<file path="config.mk">
export PLATFORM = sky130hd
export DESIGN_NAME = serial_frame_loader
export DESIGN_NICKNAME = d
export VERILOG_FILES = /design/src/rtl/serial_frame_loader_pkg.sv /design/src/rtl/uart_rx_core.sv /design/src/rtl/serial_frame_loader.sv
export SDC_FILE = /design/constraint.sdc
export NUM_CORES = 2
export LEC_CHECK = 0
export ABC_CLOCK_PERIOD_IN_PS = 5700
export BUFFER_PORTS_ARGS = -buffer_cell sky130_fd_sc_hd__buf_2
export CAP_MARGIN = 20
export CELL_PAD_IN_SITES_DETAIL_PLACEMENT = 0
export CELL_PAD_IN_SITES_GLOBAL_PLACEMENT = 1
export CORE_MARGIN = 2
export CORE_UTILIZATION = 60
export CTS_BUF_LIST = sky130_fd_sc_hd__clkbuf_4
export DETAILED_ROUTE_END_ITERATION = 8
export PLACE_DENSITY_LB_ADDON = 0.1
export SLEW_MARGIN = 0
export SYNTH_ARGS = -nofsm -noshare
export SYNTH_HDL_FRONTEND = slang
export SYNTH_SLANG_ARGS = --single-unit
</file>
<file path="constraint.sdc">
create_clock -name clk -period 5.7 [get_ports clk]
set_clock_uncertainty 0.05 [all_clocks]
set_input_delay 0.855 -clock clk [delete_from_list [all_inputs] [get_ports clk]]
set_output_delay 0.855 -clock clk [all_outputs]
set_load 0.03 [all_outputs]
</file>
<file path="src/rtl/serial_frame_loader_pkg.sv">
// Shared definitions for the serial frame loader: receiver and loader state
// encodings plus the default configuration values.
package serial_frame_loader_pkg;

  localparam int unsigned DEF_CLKS_PER_BIT = 434;
  localparam int unsigned DEF_DATA_W       = 8;
  localparam int unsigned DEF_FRAME_LEN    = 80;
  localparam int unsigned DEF_NUM_FRAMES   = 4;

  // UART receiver states
  typedef enum logic [1:0] {
    RX_IDLE,
    RX_START,
    RX_DATA,
    RX_STOP
  } rx_state_t;

  // Frame loader states
  typedef enum logic {
    LD_LOAD,
    LD_FULL
  } ld_state_t;

endpackage

</file>
<file path="src/rtl/uart_rx_core.sv">
// UART receiver: 8N1-style framing, LSB first, mid-bit sampling.
// Ports:
//   clk      - clock, rising edge
//   rst      - asynchronous active-low reset
//   RxD      - serial input, idle high (synchronised internally)
//   rx_valid - one-cycle pulse after the stop bit is sampled
//   rx_data  - received character, valid with rx_valid
//   rx_err   - stop bit was sampled low, valid with rx_valid
module uart_rx_core
  import serial_frame_loader_pkg::*;
#(
  parameter int unsigned CLKS_PER_BIT = DEF_CLKS_PER_BIT,
  parameter int unsigned DATA_W       = DEF_DATA_W
) (
  input  logic              clk,
  input  logic              rst,
  input  logic              RxD,
  output logic              rx_valid,
  output logic [DATA_W-1:0] rx_data,
  output logic              rx_err
);

  localparam int unsigned CNT_W = $clog2(CLKS_PER_BIT);
  localparam int unsigned BIT_W = $clog2(DATA_W + 1);
  localparam logic [CNT_W-1:0] CNT_BIT  = CNT_W'(CLKS_PER_BIT - 1);
  localparam logic [CNT_W-1:0] CNT_HALF = CNT_W'(CLKS_PER_BIT / 2 - 1);
  localparam logic [BIT_W-1:0] BIT_LAST = BIT_W'(DATA_W - 1);

  rx_state_t         state, state_d;
  logic [CNT_W-1:0]  cnt, cnt_d;
  logic [BIT_W-1:0]  bit_idx, bit_idx_d;
  logic [DATA_W-1:0] shift, shift_d;
  logic [DATA_W-1:0] rx_data_d;
  logic              rx_valid_d, rx_err_d;
  logic              rxd_meta, rxd_sync, rxd_prev;

  // Two-flop synchroniser plus one delayed copy for falling-edge detection
  always_ff @(posedge clk or negedge rst) begin
    if (!rst) begin
      rxd_meta <= 1'b1;
      rxd_sync <= 1'b1;
      rxd_prev <= 1'b1;
    end else begin
      rxd_meta <= RxD;
      rxd_sync <= rxd_meta;
      rxd_prev <= rxd_sync;
    end
  end

  // State and datapath registers
  always_ff @(posedge clk or negedge rst) begin
    if (!rst) begin
      state    <= RX_IDLE;
      cnt      <= '0;
      bit_idx  <= '0;
      shift    <= '0;
      rx_valid <= 1'b0;
      rx_data  <= '0;
      rx_err   <= 1'b0;
    end else begin
      state    <= state_d;
      cnt      <= cnt_d;
      bit_idx  <= bit_idx_d;
      shift    <= shift_d;
      rx_valid <= rx_valid_d;
      rx_data  <= rx_data_d;
      rx_err   <= rx_err_d;
    end
  end

  // Next-state: the cycle counter restarts at every sampling point
  always_comb begin
    state_d    = state;
    cnt_d      = cnt + CNT_W'(1);
    bit_idx_d  = bit_idx;
    shift_d    = shift;
    rx_valid_d = 1'b0;
    rx_data_d  = rx_data;
    rx_err_d   = rx_err;
    unique case (state)
      RX_IDLE: begin
        cnt_d = '0;
        if (rxd_prev && !rxd_sync) state_d = RX_START;
      end
      RX_START: begin
        if (cnt == CNT_HALF) begin
          cnt_d     = '0;
          bit_idx_d = '0;
          // A start bit that is high again at mid-bit was a glitch
          state_d   = rxd_sync ? RX_IDLE : RX_DATA;
        end
      end
      RX_DATA: begin
        if (cnt == CNT_BIT) begin
          cnt_d   = '0;
          shift_d = {rxd_sync, shift[DATA_W-1:1]};
          if (bit_idx == BIT_LAST) state_d = RX_STOP;
          else bit_idx_d = bit_idx + BIT_W'(1);
        end
      end
      RX_STOP: begin
        if (cnt == CNT_BIT) begin
          cnt_d      = '0;
          rx_valid_d = 1'b1;
          rx_err_d   = !rxd_sync;
          rx_data_d  = shift;
          state_d    = RX_IDLE;
        end
      end
      default: state_d = RX_IDLE;
    endcase
  end

endmodule

</file>
<file path="src/rtl/serial_frame_loader.sv">
// Serial frame loader: receives UART characters and stores them sequentially
// into a DEPTH-word RAM until full; RAM is readable at any time.
// Ports:
//   clk       - clock, rising edge
//   rst       - asynchronous active-low reset
//   RxD       - UART serial input, idle high
//   rearm     - one-cycle pulse: restart loading at address 0 (RAM kept)
//   addr      - RAM read address
//   GPout     - registered read data (0 for addr >= DEPTH)
//   RAM_full  - all DEPTH words written
//   frame_cnt - completed frames since reset or rearm
//   frame_err - sticky: a character had its stop bit low
//   overflow  - sticky: a character arrived while RAM_full
module serial_frame_loader
  import serial_frame_loader_pkg::*;
#(
  parameter int unsigned CLKS_PER_BIT = DEF_CLKS_PER_BIT,
  parameter int unsigned DATA_W       = DEF_DATA_W,
  parameter int unsigned FRAME_LEN    = DEF_FRAME_LEN,
  parameter int unsigned NUM_FRAMES   = DEF_NUM_FRAMES,
  parameter int unsigned ADDR_W       = 9
) (
  input  logic                              clk,
  input  logic                              rst,
  input  logic                              RxD,
  input  logic                              rearm,
  input  logic [ADDR_W-1:0]                 addr,
  output logic [DATA_W-1:0]                 GPout,
  output logic                              RAM_full,
  output logic [$clog2(NUM_FRAMES+1)-1:0]   frame_cnt,
  output logic                              frame_err,
  output logic                              overflow
);

  localparam int unsigned DEPTH  = FRAME_LEN * NUM_FRAMES;
  localparam int unsigned MEM_AW = $clog2(DEPTH);
  localparam int unsigned POS_W  = $clog2(FRAME_LEN + 1);
  localparam int unsigned FC_W   = $clog2(NUM_FRAMES + 1);
  localparam logic [ADDR_W-1:0] LAST_ADDR = ADDR_W'(DEPTH - 1);
  localparam logic [POS_W-1:0]  LAST_POS  = POS_W'(FRAME_LEN - 1);

  logic [1:0]        rst_pipe;
  logic              rst_n_sync;
  logic              rx_valid, rx_err;
  logic [DATA_W-1:0] rx_data;
  logic [DATA_W-1:0] mem [DEPTH];

  ld_state_t         ld_state, ld_state_d;
  logic [ADDR_W-1:0] wr_ptr, wr_ptr_d;
  logic [POS_W-1:0]  frame_pos, frame_pos_d;
  logic [FC_W-1:0]   frame_cnt_d;
  logic              ram_full_d, frame_err_d, overflow_d;
  logic              we_c;

  // Reset asserts asynchronously, deasserts two clocks after rst rises
  always_ff @(posedge clk or negedge rst) begin
    if (!rst) rst_pipe <= '0;
    else      rst_pipe <= {rst_pipe[0], 1'b1};
  end
  assign rst_n_sync = rst_pipe[1];

  uart_rx_core #(
    .CLKS_PER_BIT (CLKS_PER_BIT),
    .DATA_W       (DATA_W)
  ) u_rx (
    .clk      (clk),
    .rst      (rst_n_sync),
    .RxD      (RxD),
    .rx_valid (rx_valid),
    .rx_data  (rx_data),
    .rx_err   (rx_err)
  );

  // Loader registers
  always_ff @(posedge clk or negedge rst_n_sync) begin
    if (!rst_n_sync) begin
      ld_state  <= LD_LOAD;
      wr_ptr    <= '0;
      frame_pos <= '0;
      frame_cnt <= '0;
      RAM_full  <= 1'b0;
      frame_err <= 1'b0;
      overflow  <= 1'b0;
    end else begin
      ld_state  <= ld_state_d;
      wr_ptr    <= wr_ptr_d;
      frame_pos <= frame_pos_d;
      frame_cnt <= frame_cnt_d;
      RAM_full  <= ram_full_d;
      frame_err <= frame_err_d;
      overflow  <= overflow_d;
    end
  end

  // Loader next-state; rearm overrides any character arriving the same cycle
  always_comb begin
    ld_state_d  = ld_state;
    wr_ptr_d    = wr_ptr;
    frame_pos_d = frame_pos;
    frame_cnt_d = frame_cnt;
    ram_full_d  = RAM_full;
    frame_err_d = frame_err;
    overflow_d  = overflow;
    we_c        = 1'b0;
    if (rearm) begin
      ld_state_d  = LD_LOAD;
      wr_ptr_d    = '0;
      frame_pos_d = '0;
      frame_cnt_d = '0;
      ram_full_d  = 1'b0;
      frame_err_d = 1'b0;
      overflow_d  = 1'b0;
    end else if (rx_valid) begin
      unique case (ld_state)
        LD_LOAD: begin
          if (rx_err) begin
            frame_err_d = 1'b1;
          end else begin
            we_c = 1'b1;
            if (frame_pos == LAST_POS) begin
              frame_pos_d = '0;
              frame_cnt_d = frame_cnt + FC_W'(1);
            end else begin
              frame_pos_d = frame_pos + POS_W'(1);
            end
            // Pointer parks on the last address rather than wrapping
            if (wr_ptr == LAST_ADDR) begin
              ld_state_d = LD_FULL;
              ram_full_d = 1'b1;
            end else begin
              wr_ptr_d = wr_ptr + ADDR_W'(1);
            end
          end
        end
        LD_FULL: overflow_d = 1'b1;
        default: ld_state_d = LD_LOAD;
      endcase
    end
  end

  // Storage array, intentionally not reset
  always_ff @(posedge clk) begin
    if (we_c) mem[MEM_AW'(wr_ptr)] <= rx_data;
  end

  // Registered read port; same-cycle write to the read address returns old data
  always_ff @(posedge clk or negedge rst_n_sync) begin
    if (!rst_n_sync)            GPout <= '0;
    else if (32'(addr) < DEPTH) GPout <= mem[MEM_AW'(addr)];
    else                        GPout <= '0;
  end

endmodule

</file>
== Yosys cells after proc, flatten, opt, wreduce, memory -nomap -nowiden ==
Memories as Yosys holds them, arrays and structs flattened.
Cells that the tools add are included.
Storage, ports and cells
  memories: 1
  bits in registers: 69
  RAM bits: 2560
  input bits: 13
Memory list
  mem: depth 320, bits a word 8, read ports 1, clocked after memory_dff 0, wr ports 1, RTL line serial_frame_loader.sv:46  | logic [DATA_W-1:0] mem [DEPTH];
Operators by class
  magnitude comparators: 1
  add/subtract/negate cells: 5
  mux-type cells: 55
  reductions and logical operators: 20
  eq/ne operators: 17
Operator list (count)
  9-bit 2-to-1 mux: 7
  7-bit 2-to-1 mux: 5
  9-bit case mux with 3 select lines: 1
  1-bit 2-to-1 mux: 25
  9-bit by 1-bit adder with 9-bit output (second input constant): 2
  9-bit == test (second input constant): 2
  4-bit AND reduction: 4
  3-bit 2-to-1 mux: 5
  2-bit 2-to-1 mux: 6
  4-bit 2-to-1 mux: 3
  2-bit nonzero test: 6
  2-bit by 1-bit != test with 1-bit output (second input constant): 5
  9-bit by 8-bit == test with 1-bit output (second input constant): 1
  9-bit less-than comparator (second input constant): 1
  8-bit 2-to-1 mux: 1
  2-bit != test (second input constant): 4
  2-bit case mux with 4 select lines: 1
  4-bit case mux with 2 select lines: 1
  7-bit by 1-bit adder with 7-bit output (second input constant): 1
  7-bit == test (second input constant): 1
  2-bit AND reduction: 3
  3-bit AND reduction: 2
  5-bit AND reduction: 1
  4-bit by 1-bit adder with 4-bit output (second input constant): 1
  8 further kinds: 9

== Longest topological paths before layout ==
  word-level depth: 6
  gate-level depth with buffers: 13
  mapped depth without buffers: 9

== Cells and area by module ==
From an unflattened synthesis, not the netlist that was laid out.
Unflattened totals
  cell total of the unflattened synthesis: 4758
  area, all modules: 102594.6 µm²
Modules (own cells, without submodules)
  serial_frame_loader: seq. area each 77699.5 µm², times used 1, area an instance 101015.6 µm², cells an instance 4634
  uart_rx_core: seq. area each 904.6 µm², times used 1, area an instance 1579.0 µm², cells an instance 124

== Worst setup path after synthesis ==
OpenSTA, ideal clock, no wires.
  path kind: flip-flop to flip-flop
  start: reg u_rx.rx_data[0]
  end: mem mem[0][0] (netlist bit) (data pin)
  setup time: 0.953 ns
  buffers on the path: 0
  clock period less this slack: 4.904 ns
  arrival: 3.901 ns
  path slack: 0.796 ns
  required time: 4.697 ns
  cell stages (with the launch flop): 1
  path through: dfrtp_1
RTL lines
  start: declaration: RTL line uart_rx_core.sv:19  | output logic [DATA_W-1:0] rx_data,
  start signal: assignment: RTL line uart_rx_core.sv:66  | rx_data <= rx_data_d;
  end: declaration: RTL line serial_frame_loader.sv:46
No word-level cell before the write port.

== Final worst setup path ==
  start: reg u_rx.rx_err
  end: mem mem[99][2] (netlist bit), enable pin
On the way
  cells in the longest elaborated chain, start to end: 6
Ends and longest elaborated chain
  start: declaration: RTL line uart_rx_core.sv:20  | output logic rx_err
  start signal: assignment: RTL line uart_rx_core.sv:67  | rx_err <= rx_err_d;
  1-bit 2-to-1 mux: RTL line serial_frame_loader.sv:116  | if (rx_err) begin
  1-bit 2-to-1 mux: RTL line serial_frame_loader.sv:114  | unique case (ld_state)
  1-bit 2-to-1 mux: RTL line serial_frame_loader.sv:113  | end else if (rx_valid) begin
  1-bit 2-to-1 mux: RTL line serial_frame_loader.sv:105  | if (rearm) begin
  1-bit 2-to-1 mux: RTL line serial_frame_loader.sv:143  | if (we_c) mem[MEM_AW'(wr_ptr)] <= rx_data;
  1-bit 2-to-1 mux (implied by the code): RTL line serial_frame_loader.sv:143
No other way between the ends.

==> results.yml <==
place:
  dp.cells: 6997
  dpl_cell_area_mm2: 0.106
  io_buffers: 26
  hpwl_mm: 166
  pre_cts_ws_ps: 1030
  place.gp.congestion: 0.887
routing:
  drc: 0
  first_pass_iters: 8
  vias_per_cell: 6.64
  vias: 53730
  wl_per_cell_um: 33.7
  first_iter_violations: 6964
  routed_wl_mm: 273
  detail-route-antenna-nets: 0
synth:
  synth_fa_ha_area_share_pct: 0.122
  synth-edff-count: 2560
  syn_avg_cell_area_um2: 21.0
  synth_top_cell_by_area: "edfxtp_1"
  synth-async-reset-ratio_pct: 2.62
  ys_seq_area_share_pct: 76.7
  synth_mux_area_share_pct: 15.9
  synth_cells: 4871
  synth-seq-cells: 2629
  syn-cell-area_mm2: 0.102
  synthSimpleGateAreaFrac_pct: 3.19
  yosysWarnings: 0
  yosysTopAreaCellShare_pct: 75.0
  synth_top_family_by_area: "multiplexers"
  synth_compound_area_share_pct: 2.27
  yosys-top-cells-count: "2,560 x edfxtp_1, 651 x mux4_2, 405 x nor2_1"
  yosysMostFrequentCell: "edfxtp_1"
  dominantRegCellSynth: "edfxtp_1"
  synth.distinct_cells: 75
  synth_xor_area_share_pct: 0.171
  synth_area_leaders: "edfxtp_1 75%, mux4_2 14%, dfrtp_1 1.6%"
  synth_nets: 4894
timing:
  layout_min_cycle_time_ps: 4140
  worst_hold_slack_ps: 144
  setup_slack_ps: 1560
  slew_headroom_pct: 18.0
  rsz0062_at_grt: "false"
  tns_ps: 0
  worst_slew_pin_slew_ps: 1220
  hold_violations: 0
  drv_slew: 0
  clock.fmax_ghz: 0.242
  timing.final.crit_share_pct: 72.6
  setup_viol: 0
setup_path:
  crit_path_end_kind: "flip-flop"
  r2r_setup_slack_ps: 1560
  r2r_cells: 6
  crit_fanout: 15
  reg2reg_to: "mem[99][2]$_DFFE_PP_"
  critPathKind: "flip-flop to flip-flop"
  cp.required_ps: 6650
  critical-path-top-delay-family: "simple AND/OR/NAND/NOR gates"
  worstPathCellList: "inv_1, nand3_1, nor4_1, nand2_2, buf_4, nor2_1"
  critPathBufInv: 2
  start_kind: "flip-flop"
  critPathArrivalTime_ps: 5080
  r2r-start: "u_rx.rx_err$_DFFE_PN0P_"
  max_stage_delay_ps: 830
  cp_slowest_cell: "nor4_1"
pwr:
  p_per_area_mw_per_mm2: 326
  power_mw: 37.0
  peakVddDrop_v: 0.000272
  power_leakage_nw: 43.1
cts:
  post_cts_resized: 0
  clock_latency_ps: 1400
  clkSlewWorstSetupHoldPaths_ps: 70
  cts_root_buffer: "clkbuf_4"
  htreeDepth: 6
  clkSinkCount: 2629
  numCtsBuffers: 667
  cts_setup_buffers: 0
  clock_path_buffers: 4
  cts_tree: "done"
layout:
  fin_cells: 8096
  drive_gt1_share_pct: 33.3
  synthToLayoutAreaGrowth_pct: 11.0
  fin_nets: 5488
  post-route-util_pct: 67.1
  fin_area_mm2: 0.114
die:
  core.rowCount: 151
  io_pins: 27
  core_mm2: 0.169
  die_y_um: 417
  start_util_pct: 60.4
  die_area_mm2: 0.174
  dieWidth_um: 417
grt:
  grt_pass1_vias: 54027
  grt-ovfl-total: 0
  grt_max_degree: 224
  grt_pass1_wl_mm: 387
  grt_antenna_before_repair: 12
  grt_util_all_layers_pct: 31.8
outcome:
  status: "finished clean"
flow_run:
  drv_cap: 0
worst_hold_path:
  min_path_type: "flip-flop to async pin"
## routing by layer
metal  track usage (%)  wire [um]
met5                 0         58
met1              45.7     105000
met4              12.2      10100
met3              8.28      30400
met2              47.8     127000
## sequential cells by signal, summed over array words and instances (netlist names), named ones only
signal / flops
mem: 2560
u_rx.bit_idx: 4
RAM_full: 1
overflow: 1
u_rx.rx_valid: 1
u_rx.cnt: 9
frame_pos: 7
u_rx.rx_data: 8
u_rx.rxd_meta: 1
u_rx.rxd_prev: 1
frame_err: 1
u_rx.shift: 8
u_rx.rx_err: 1
frame_cnt: 3
u_rx.rxd_sync: 1
ld_state: 1
wr_ptr: 9
u_rx.state: 1
rst_pipe: 2
GPout: 8
## repair_timing
| item | in CTS | in global routing |
|---|---|---|
| hold buffers | 10 | 0 |
| endpoints found under the setup margin | 0 | 0 |
| hold endpoints to repair | 28 | 0 |
## worst reg2reg max path, stage by stage (launching register included)
cell	delay, ps
dfrtp_1	400
inv_1	100
nand3_1	410
nor4_1	840
nand2_2	770
buf_4	470
nor2_1	730
## how the worst max path moves through the flow
stage	from	end	slack, ps	cells past startpoint
6_report	u_rx.rx_err$_DFFE_PN0P_	mem[99][2]$_DFFE_PP_	1560	6
4_1_cts	u_rx.rx_err$_DFFE_PN0P_	mem[6][7]$_DFFE_PP_	1620	6
5_1_grt	u_rx.rx_err$_DFFE_PN0P_	mem[38][4]$_DFFE_PP_	1290	6
3_3_place_gp	addr[1]	GPout[7]$_DFF_PN0_	1060	9
2_1_floorplan	u_rx.rx_data[0]$_DFFE_PN0P_	mem[0][0]$_DFFE_PP_	800	0
3_5_place_dp	addr[0]	GPout[7]$_DFF_PN0_	1030	9
## final cells by class
type | count | area (um^2)
Multi-Input combinational cell | 1927 | 22300
Sequential cell | 2629 | 78600
Clock inverter | 113 | 507
Timing Repair Buffer | 225 | 2200
Tap cell | 2218 | 2780
Antenna cell | 5 | 12.5
Fill cell | 11224 | 55800
Inverter | 15 | 62.6
Clock buffer | 964 | 7240
## cell families after synthesis
logic type	count (synthesis)
DFF	2629
AOI/OAI and AO/OA	340
buffers and inverters	315
xor gates and xnor gates	20
muxes	811
and+or+nand+nor	745
adders and majority gates	10
other	1
## power breakdown
part	switching [mW]	internal (mW)	total, mW
combinational	0.681	0.357	1.04
clock	7.30	7.76	15.1
sequential	0.0351	20.9	20.9
total	8.02	29.0	37.0
## placed cells by master, fill, tap and decap left out, types with 30 or more instances in the layout
cell type | Yosys | routed
nor3_1 | 44 | 44
clkbuf_4 | 0 | 964
buf_12 | 0 | 33
mux2i_1 | 123 | 123
a22oi_1 | 47 | 47
nor2_1 | 405 | 403
o22ai_1 | 38 | 38
mux4_2 | 651 | 651
mux2_2 | 37 | 37
edfxtp_1 | 2560 | 2560
buf_4 | 43 | 142
nand2_1 | 130 | 113
clkinv_1 | 1 | 71
o21ai_0 | 46 | 46
a21oi_1 | 62 | 62
dfrtp_1 | 66 | 57
nand3_1 | 30 | 30
Power figures use the tool's default switching activity.
